### src/rtl/if_stage.sv
// rtl/if_stage.sv - instruction fetch stage with PC, IF/ID register and one-entry stall buffer
module if_stage #(
  parameter logic [31:0] RESET_PC  = 32'h00000000,
  parameter logic [31:0] NOP_INSTR = 32'h00000013
) (
  input  logic        CLK,
  input  logic        RESET,
  input  logic        STALL,
  input  logic        BRANCH_TAKEN,
  input  logic [31:0] BRANCH_TARGET,
  output logic        IMEM_READ,
  output logic [31:0] IMEM_ADDRESS,
  input  logic [31:0] IMEM_READDATA,
  input  logic        IMEM_BUSYWAIT,
  output logic [31:0] INSTRUCTION,
  output logic [31:0] PC_OUT,
  output logic [31:0] PC_PLUS4,
  output logic        VALID
);

  typedef enum logic {S_FETCH = 1'b0, S_HOLD = 1'b1} state_t;

  state_t      state;
  state_t      state_next;
  logic [31:0] pc;
  logic [31:0] buf_instr;
  logic [31:0] branch_pc;
  logic [31:0] reset_pc_aligned;
  logic        accept;

  assign branch_pc        = BRANCH_TARGET & ~32'd3;
  assign reset_pc_aligned = RESET_PC & ~32'd3;
  assign accept           = (state == S_FETCH) && !IMEM_BUSYWAIT;

  always_ff @(posedge CLK) begin
    if (RESET) state <= S_FETCH;
    else       state <= state_next;
  end

  // A taken branch always restarts fetching, whatever the hazard unit asks for.
  always_comb begin
    state_next = state;
    if (BRANCH_TAKEN) begin
      state_next = S_FETCH;
    end else begin
      case (state)
        S_FETCH: if (accept && STALL) state_next = S_HOLD;
        S_HOLD:  if (!STALL)          state_next = S_FETCH;
        default: state_next = S_FETCH;
      endcase
    end
  end

  always_comb begin
    IMEM_READ    = (state == S_FETCH);
    IMEM_ADDRESS = pc;
  end

  always_ff @(posedge CLK) begin
    if (RESET) begin
      pc          <= reset_pc_aligned;
      buf_instr   <= NOP_INSTR;
      INSTRUCTION <= NOP_INSTR;
      PC_OUT      <= RESET_PC;
      VALID       <= 1'b0;
    end else if (BRANCH_TAKEN) begin
      pc          <= branch_pc;
      buf_instr   <= NOP_INSTR;
      INSTRUCTION <= NOP_INSTR;
      VALID       <= 1'b0;
    end else if (state == S_HOLD) begin
      // The PC did not move while holding, so it is still the buffered word's PC.
      if (!STALL) begin
        INSTRUCTION <= buf_instr;
        PC_OUT      <= pc;
        VALID       <= 1'b1;
        pc          <= pc + 32'd4;
      end
    end else if (!accept) begin
      if (!STALL) begin
        INSTRUCTION <= NOP_INSTR;
        VALID       <= 1'b0;
      end
    end else if (STALL) begin
      buf_instr <= IMEM_READDATA;
    end else begin
      INSTRUCTION <= IMEM_READDATA;
      PC_OUT      <= pc;
      VALID       <= 1'b1;
      pc          <= pc + 32'd4;
    end
  end

  assign PC_PLUS4 = PC_OUT + 32'd4;

endmodule

### config.mk
export PLATFORM = sky130hd
export DESIGN_NAME = if_stage
export DESIGN_NICKNAME = d
export VERILOG_FILES = /design/src/rtl/if_stage.sv
export SDC_FILE = /design/constraint.sdc
export NUM_CORES = 1
export LEC_CHECK = 0
export ABC_AREA = 1
export BUFFER_PORTS_ARGS = -buffer_cell sky130_fd_sc_hd__buf_2
export CAP_MARGIN = 20
export CORE_MARGIN = 2
export CORE_UTILIZATION = 56
export CTS_CLUSTER_SIZE = 25
export DETAILED_ROUTE_END_ITERATION = 10
export PLACE_DENSITY_LB_ADDON = 0.15
export SLEW_MARGIN = 20
export SYNTH_ARGS = -nofsm -noshare
export SYNTH_HDL_FRONTEND = slang
export SYNTH_SLANG_ARGS = --single-unit
### constraint.sdc
create_clock -name CLK -period 2.3 [get_ports CLK]
set_input_delay 0.23 -clock CLK [delete_from_list [all_inputs] [get_ports CLK]]
set_output_delay 0.23 -clock CLK [all_outputs]
set_load 0.1 [all_outputs]
# Word level (Yosys, flattened, before mapping)
# Index checks and enable logic that the tools add are counted.
# Widths: inputs -> output; s select.
# totals
ff_bits,130
latch_bits,0
ram_bits,0
rom_bits,0
out_inout_bits,130
mem_count,0
# op_classes
addsub,2
mul,0
n_div,0
order_cmp,0
n_eq_ne,1
shifts,0
mux,19
bitwise,2
n_reduce_logical,8
# op_table
operator,count
$mux 32,12
$add 32x3->32 const B,2
$mux 1,6
$ne 3x1->1 const B,1
$reduce_and 3->1,1
$reduce_bool 3->1,1
$logic_and 1x1->1,2
$not 1->1,2
$pmux 1 s2,1
$reduce_and 2->1,1
$reduce_bool 2->1,1
$reduce_or 2->1,1
$logic_not 1->1,1

# Logic depth before layout (Yosys ltp)
# Gate-level depths: netlist (run 1).
# logic_depth
word_depth,5
depth_mapped,11
ltp_nobuf,10

# Worst setup path before layout (run 1)
# No wires, ideal clock.
# synth_path
kind,register to output
start,register PC_OUT[2]
end,output PC_PLUS4[27]
arrival_time_ns,3.531
t_required_ns,2.070
path_slack_ns,-1.461
stages_incl_launch_ff,4
path_buffers,0
cell_sequence,dfxtp_1 > inv_1 > nor3_1 > xor2_1
# synth_via
elab_chain_len,1
# synth_rtl
item,line_no,text
start: declaration,16,"output logic [31:0] PC_OUT,"
start signal: assignment,75,PC_OUT <= pc;
start signal: assignment,88,PC_OUT <= pc;
$add 32x3->32,94,assign PC_PLUS4 = PC_OUT + 32'd4;
end: declaration,17,"output logic [31:0] PC_PLUS4,"
# Every way passes these cells.

# Worst setup path in the final report (run 1)
# layout_path
start,register PC_OUT[13]
end,output PC_PLUS4[27]
# Same word-level chain as after synthesis.

==> flow_metrics.py, run 1 <==
metrics = {
    "logic_synthesis": {
        "yosysTopAreaCell": "dfxtp_1",
        "synth-seq-cells": 126,
        "synth_area_mm2": 0.00635,
        "synthDistinctLibCells": 38,
        "synthCells": 939,
        "synthFlopType": "dfxtp_1",
        "ys_seq_area_share_pct": 39.7,
        "ys.warnings.count": 0,
        "yosysTopAreaCellShare_pct": 39.7,
        "synthTopCellsByArea": "dfxtp_1, nand2_1, a21oi_1, nor2_1, o21ai_0",
        "synth_most_common_cell": "nand2_1",
        "ys_async_sr_fraction_pct": 0,
        "synth_area_per_cell_um2": 6.76,
        "synth_edf_count": 0,
        "netlist_top_cells_count": "nand2_1, a21oi_1, dfxtp_1, nor2_1, o21ai_0",
    },
    "worst_setup_path": {
        "cp_max_fo": 5,
        "rr_worst_depth": 6,
        "cp-end-kind": "output pin",
        "required_ps": 2070,
        "crit_path_end": "PC_PLUS4[27]",
        "path_class": "reg -> out",
        "r2r_setup_slack_ps": 290,
        "r2r-start": "state",
        "cp-start-kind": "register",
        "r2r-end": "IMEM_ADDRESS[9]",
        "startpoint": "PC_OUT[13]",
        "arrival_ps": 2110,
    },
    "cts": {
        "cts_htree_levels": 4,
        "clk_pin_slew_ps": 60,
        "clkLatencyLatePin_ps": 420,
        "clock-root-buffer": "clkbuf_16",
        "cts_buffers": 17,
        "hold_buffers": 0,
        "cts_buffer_depth": 2,
        "cts_sinks": 126,
        "cts_tree": "built",
    },
    "final_layout": {
        "drive_gt1_share_pct": 32.8,
        "num_antenna_cells": 0,
        "area_delta_synth_final_pct": 40.7,
        "num-nets-final": 1202,
        "stdcell_count": 1284,
    },
    "place": {
        "globalplace.congestion": 0.930,
        "place_ws_ps": 234,
        "post-place-cells": 1240,
        "dp_hpwl_um": 14400,
        "port_buffers": 190,
    },
    "grt": {
        "antenna_found_initial": 1,
        "grt_pass1_vias": 6802,
        "overflow": 0,
        "grt_pass1_wl_um": 32800,
        "grt_max_degree": 36,
        "grt.total_usage_pct": 32.5,
    },
    "timing": {
        "slew_viol_final": 0,
        "rsz0062_at_grt": "true",
        "fin_crit_sh_pct": 102,
        "fin_ws_ps": -38.7,
        "max_slew_margin_pct": 65.3,
        "clock_skew_ps": 7.43,
        "finalHoldViolCount": 0,
        "fmax_mhz": 428,
        "min_period_ps": 2340,
        "setup_viol": 4,
        "finalSetupTns_ps": -93.4,
        "worstMarginPinSlew_ps": 519,
    },
    "die": {
        "die_area_mm2": 0.0122,
        "core-area_mm2": 0.0109,
        "num_io_pins": 199,
        "die_width_um": 110,
        "die_h_um": 110,
        "rows": 38,
        "start_util_pct": 58.0,
    },
    "detailed_routing": {
        "firstDrtPassIters": 6,
        "first_iter_violations": 852,
        "wire_per_inst_um": 16.9,
        "vias": 7404,
        "post-route-drc-count": 0,
        "drt-vias-per-instance": 5.77,
        "drt.antenna.violating_nets": 0,
        "drt_wl_total_um": 21700,
    },
    "power_and_ir_drop": {
        "ir_drop_mv": 0.577,
        "p_leak_nw": 3.85,
        "power.density_mw_per_mm2": 739,
        "p_total_mw": 6.60,
    },
    "outcome": {
        "status": "finished with violations",
        "violations": "setup timing",
    },
    "hold_path": {
        "hold_depth": 3,
        "min_path_type": "in -> reg",
    },
    "flow_run": {
        "maxCapViolCount": 0,
    },
}
==> layout make-up <==
cell class | count | area, um^2
flip-flops and latches | 126 | 2610
multi-input cells | 703 | 3950
well taps | 140 | 175
clock buffers | 18 | 429
repair buffers | 222 | 1400
inverters | 61 | 233
fillers | 764 | 2000
clock inverters | 14 | 135
==> cell families after synthesis <==
| group | share of synthesized area, % |
|---|---|
| AOI/OAI and AO/OA | 18.2 |
| xor gates and xnor gates | 3.59 |
| adders and majority gates | 0.394 |
| buffers and inverters | 7.67 |
| DFF | 39.7 |
| other | 0.0591 |
| and+or+nand+nor | 30.3 |
==> through the flow <==
step	util [%]	hold slack, ps	area [um^2]
after floorplan	-	356	6850
after global placement	73.7	439	8060
after detailed placement	73.7	450	8060
after CTS	79.6	37.6	8710
after global routing	81.7	53.8	8930
final	81.7	42.6	8930
==> report_power, final <==
| group | switching (mW) | total, mW | internal [mW] |
|---|---|---|---|
| logic | 1.28 | 1.61 | 0.326 |
| clock network | 1.07 | 2.58 | 1.50 |
| registers | 0.135 | 2.41 | 2.28 |
==> state kept, by name, summed over array words and instances, names as in the netlist <==
register / count
buf_instr: 32
IMEM_ADDRESS: 30
state: 1
INSTRUCTION: 32
VALID: 1
PC_OUT: 30
==> how the worst min path moves through the flow <==
stage                        end             start  slack, ps
finish              buf_instr[1]  IMEM_READDATA[1]         40
global route        buf_instr[4]  IMEM_READDATA[4]         50
floorplan           buf_instr[0]  IMEM_READDATA[0]        360
detailed placement         VALID             VALID        450
CTS                 buf_instr[1]  IMEM_READDATA[1]         40
global placement           VALID             VALID        440
==> routing by layer <==
metal | vias to the layer above | wire (um) | global-route usage, %
met5 | - | 0 | 0
li1 | 3471 | - | -
met3 | 91 | 1930 | 7.79
met1 | 3408 | 8140 | 38.5
met4 | 0 | 923 | 12.8
met2 | 434 | 10800 | 56.8
==> worst max-delay path, stage by stage, from the launching register on <==
cell     delay [ps]
dfxtp_4         390
nand2_2         100
nor2_1          340
nand3_2         170
nor3_4          300
xor2_4          190
buf_12          190
==> repair_timing <==
action / CTS / global route
pin swaps: 8 / 15
setup buffers: 2 / 10
gates resized for setup: 19 / 36
cloned: 0 / 0
endpoints found under the setup margin: 12 / 18
==> placed cells by master, fill, tap and decap left out, types with 9 or more instances in the layout <==
cell / netlist / final
inv_1: 56 / 51
buf_12: 0 / 13
nand4_1: 12 / 12
nor2_4: 2 / 9
nand2_1: 247 / 233
nor2_2: 11 / 11
buf_2: 14 / 173
dfxtp_1: 126 / 96
dfxtp_4: 0 / 19
nor3_1: 20 / 12
nand2_2: 4 / 13
xor2_2: 0 / 12
a21oi_1: 128 / 128
dfxtp_2: 0 / 11
o21ai_0: 60 / 60
buf_4: 8 / 32
nand3_1: 51 / 48
nor2_1: 95 / 88
clkbuf_16: 0 / 17
Power figures use the tool's default switching activity.
==> inputs of run 2 (changes only) <==
- CORE_MARGIN: 2 -> 3
- CTS_CLUSTER_DIAMETER: not set -> 30
==> flow_metrics.py, run 2 (same netlist as run 1, synthesis figures left out) <==
metrics = {
    "worst_setup_path": {
        "cp-end-kind": "output pin",
        "required_ps": 2070,
        "arrival_ps": 2080,
        "path_class": "reg -> out",
        "cp_max_fo": 6,
        "cp-start-kind": "register",
    },
    "die": {
        "die_width_um": 112,
        "die_h_um": 112,
        "num_io_pins": 199,
        "start_util_pct": 58.0,
        "die_area_mm2": 0.0126,
        "core-area_mm2": 0.0109,
        "rows": 38,
    },
    "final_layout": {
        "num_antenna_cells": 0,
        "num-nets-final": 1194,
        "fillerInstances": 769,
        "area_delta_synth_final_pct": 39.2,
        "multiInputGateArea_mm2": 0.00391,
        "regArea_mm2": 0.00261,
        "mostFrequentLayoutCell": "nand2_1",
        "finalCoreUtilization_pct": 80.8,
        "reg_top3": "INSTRUCTION x32, buf_instr x32",
        "final_cell_mix": "nand2_1, buf_2, a21oi_1",
        "drive_gt1_share_pct": 31.5,
    },
    "grt": {
        "overflow": 0,
        "antenna_found_initial": 1,
        "grt_pass1_wl_um": 32700,
        "grt.total_usage_pct": 31.7,
        "grt_pass1_vias": 6760,
        "grt_max_degree": 36,
    },
    "timing": {
        "min_period_ps": 2310,
        "fin_ws_ps": -12.5,
        "fmax_mhz": 432,
        "slew_viol_final": 0,
        "max_slew_margin_pct": 65.2,
        "clock_skew_ps": 10.9,
        "finalHoldViolCount": 0,
        "rsz0062_at_grt": "true",
        "worstMarginPinSlew_ps": 521,
        "fin_crit_sh_pct": 101,
        "setup_viol": 5,
    },
    "cts": {
        "cts_htree_levels": 4,
        "clkLatencyLatePin_ps": 420,
        "clock-root-buffer": "clkbuf_16",
        "cts_buffer_depth": 2,
        "cts_tree": "built",
        "cts_sinks": 126,
        "cts_buffers": 17,
        "clk_pin_slew_ps": 60,
    },
    "place": {
        "port_buffers": 190,
        "dp_hpwl_um": 14000,
        "place_ws_ps": 257,
        "globalplace.congestion": 0.957,
    },
    "outcome": {
        "violations": "setup timing",
        "status": "finished with violations",
    },
    "detailed_routing": {
        "drt_wl_total_um": 20700,
        "post-route-drc-count": 0,
        "drt.antenna.violating_nets": 0,
        "firstDrtPassIters": 5,
        "wire_per_inst_um": 16.2,
        "first_iter_violations": 651,
        "vias": 7234,
        "drt-vias-per-instance": 5.67,
    },
    "power_and_ir_drop": {
        "p_leak_nw": 3.77,
        "ir_drop_mv": 0.519,
        "power.density_mw_per_mm2": 736,
    },
    "hold_path": {
        "min_path_type": "in -> reg",
    },
    "flow_run": {
        "maxCapViolCount": 0,
    },
}
## run 2: report_power, final
part / leakage (nW) / internal (mW) / switching (mW)
clock network: 0.269 / 1.53 / 0.968
logic: 2.45 / 0.321 / 1.27
registers: 1.05 / 2.28 / 0.137
total: 3.77 / 4.13 / 2.37
## run 2: final timing paths
| path | from | end | slack [ps] | cells after the start |
|---|---|---|---|---|
| setup / recovery | PC_OUT[19] | PC_PLUS4[27] | -10 | 8 |
| hold / removal | IMEM_READDATA[4] | buf_instr[4] | 40 | 3 |
| setup reg to reg | IMEM_ADDRESS[2] | IMEM_ADDRESS[28] | 390 | 10 |
| hold reg to reg | VALID | VALID | 460 | 2 |
## run 2: repair_timing
| action | 4_1_cts | 5_1_grt |
|---|---|---|
| pin swaps | 7 | 10 |
| hold endpoints to repair | 0 | 0 |
| setup endpoints to repair | 13 | 18 |
| buffers inserted | 2 | 4 |
| hold buffers | 0 | 0 |
| gates resized for setup | 20 | 22 |
## run 2: per-layer routing
metal | GRT usage [%] | wire (um) | vias up
li1 | - | - | 3479
met1 | 37.5 | 7940 | 3303
met2 | 54.8 | 10300 | 401
met3 | 7.28 | 1900 | 49
met4 | 14.4 | 521 | 2
met5 | 0 | 7 | -
## run 2: critical path, stage by stage, from the launching register on
cell,delay [ps]
dfxtp_4,400
nand2_1,110
nor2_2,160
inv_1,80
nor2_1,100
nand3_1,150
nor3_4,290
xor2_4,180
buf_12,190
## run 2: cell type report
cell class | instances | share of cell area, %
multi-input cells | 703 | 44.2
flip-flops and latches | 126 | 29.5
repair buffers | 214 | 15.4
clock buffers | 21 | 5.21
inverters | 61 | 2.63
well taps | 140 | 1.98
clock inverters | 10 | 1.03
## run 2: metrics by stage
step / hold slack, ps / cell area (um^2) / TNS, ps / cells / total power [mW]
after floorplan: 356 / 6850 / -367 / 944 / 3.68
after global routing: 40.0 / 8830 / -691 / 1275 / 6.70
after detailed placement: 446 / 8070 / 0 / 1238 / 4.02
final: 36.7 / 8830 / -36.9 / 1275 / 6.50
after CTS: 27.2 / 8710 / -64.0 / 1271 / 6.49
after global placement: 438 / 8070 / 0 / 1238 / 4.00
==> inputs of run 3 (changes only) <==
- MAX_ROUTING_LAYER: not set -> met4
==> flow_metrics.py, run 3 (same netlist as run 1, synthesis figures left out) <==
metrics = {
    "cts": {
        "clock-root-buffer": "clkbuf_16",
        "cts_tree": "built",
        "cts_sinks": 126,
        "cts_buffer_depth": 2,
        "cts_htree_levels": 4,
        "clkLatencyLatePin_ps": 420,
        "clk_pin_slew_ps": 60,
        "hold_buffers": 0,
        "cts_buffers": 17,
    },
    "worst_setup_path": {
        "crit_path_end": "PC_PLUS4[29]",
        "r2r-end": "IMEM_ADDRESS[8]",
        "startpoint": "PC_OUT[7]",
        "cp-start-kind": "register",
        "cp_max_fo": 5,
        "cp-end-kind": "output pin",
        "required_ps": 2070,
        "r2r_setup_slack_ps": 280,
        "rr_worst_depth": 7,
        "r2r-start": "state",
        "path_class": "reg -> out",
        "arrival_ps": 2120,
    },
    "place": {
        "port_buffers": 190,
        "dp_hpwl_um": 14400,
        "postPlaceCellArea_mm2": 0.00807,
        "globalplace.congestion": 0.945,
    },
    "timing": {
        "slew_viol_final": 0,
        "clock_skew_ps": 8.79,
        "holdWs_ps": 45.7,
        "fin_ws_ps": -54.8,
        "max_slew_margin_pct": 64.7,
        "fin_crit_sh_pct": 102,
        "min_period_ps": 2350,
        "worstMarginPinSlew_ps": 529,
        "finalHoldViolCount": 0,
        "rsz0062_at_grt": "true",
        "setup_viol": 3,
        "fmax_mhz": 425,
    },
    "die": {
        "die_h_um": 112,
        "core-area_mm2": 0.0109,
        "num_io_pins": 199,
        "start_util_pct": 58.0,
        "die_area_mm2": 0.0126,
        "rows": 38,
        "die_width_um": 112,
    },
    "final_layout": {
        "num-nets-final": 1198,
        "drive_gt1_share_pct": 31.8,
        "area_delta_synth_final_pct": 39.8,
        "design_area_mm2": 0.00887,
        "mostFrequentLayoutCell": "nand2_1",
        "final_cell_mix": "nand2_1, buf_2, a21oi_1",
        "reg_top3": "INSTRUCTION x32, buf_instr x32",
    },
    "hold_path": {
        "min_path_type": "in -> reg",
    },
    "power_and_ir_drop": {
        "ir_drop_mv": 0.659,
        "power.density_mw_per_mm2": 756,
        "p_total_mw": 6.70,
        "p_leak_nw": 3.79,
    },
    "grt": {
        "grt_max_degree": 36,
        "grt_pass1_vias": 6908,
        "grt.total_usage_pct": 33.3,
        "antenna_found_initial": 2,
        "grt_pass1_wl_um": 33400,
        "overflow": 0,
    },
    "detailed_routing": {
        "wire_per_inst_um": 16.6,
        "firstDrtPassIters": 8,
        "drt_wl_total_um": 21200,
        "drt.antenna.violating_nets": 0,
        "first_iter_violations": 673,
        "vias": 7377,
        "drt-vias-per-instance": 5.75,
        "post-route-drc-count": 0,
    },
    "flow_run": {
        "maxCapViolCount": 0,
    },
    "outcome": {
        "status": "finished with violations",
        "violations": "setup timing",
    },
}
-- run 3: critical path, cell delays in order (launching register included) --
cell and delay (ps):
dfxtp_4 380, nand2_1 110, nor2_2 200, nand2_1 80, nor2_1 270, nand3_1 240
xnor2_4 190, buf_6 240
-- run 3: how the worst min path moves through the flow --
stage                          start           end  slack, ps  cells after the start
finish              IMEM_READDATA[4]  buf_instr[4]         50                      3
global route        IMEM_READDATA[4]  buf_instr[4]         70                      3
CTS                 IMEM_READDATA[4]  buf_instr[4]         40                      3
detailed placement      buf_instr[4]  buf_instr[4]        450                      2
global placement        buf_instr[0]  buf_instr[0]        440                      2
floorplan           IMEM_READDATA[0]  buf_instr[0]        360                      2
-- run 3: what timing repair did --
action                     in CTS  in global routing
setup endpoints to repair      14                 15
resized for setup              22                 14
buffers inserted                2                  7
pin swaps                       7                  7
-- run 3: metal layers --
layer  global-route usage [%]  part of all wire, %  vias to the layer above  wire length [um]
met5                        -                    0                        -                 0
met4                     12.3                  3.5                        0               746
met3                     6.68                  9.0                       80              1910
met2                     57.4                   50                      414             10700
met1                     38.4                   37                     3416              7890
li1                         -                    -                     3467                 -
-- run 3: layout make-up --
| type | instances | area (um^2) |
|---|---|---|
| Inverter | 61 | 233 |
| Multi-Input combinational cell | 703 | 3870 |
| Timing Repair Buffer | 218 | 1390 |
| Sequential cell | 126 | 2610 |
| Clock buffer | 20 | 468 |
| Antenna cell | 2 | 5.00 |
| Fill cell | 775 | 2060 |
| Tap cell | 140 | 175 |
| Clock inverter | 12 | 123 |
-- run 3: power by group --
part	internal [mW]	leakage, nW	switching, mW
registers	2.28	1.05	0.136
logic	0.325	2.45	1.27
clock network	1.61	0.290	1.08
total	4.21	3.79	2.49
-- run 3: metrics by stage --
stage | utilization (%) | worst slack, ps | instances | setup TNS, ps
global placement | 73.8 | 258 | 1239 | 0
global route | 81.1 | -152 | 1282 | -1050
finish | 81.1 | -54.8 | 1282 | -112
CTS | 80.2 | -19.2 | 1273 | -25.4
floorplan | - | -152 | 944 | -367
detailed placement | 73.8 | 224 | 1239 | 0
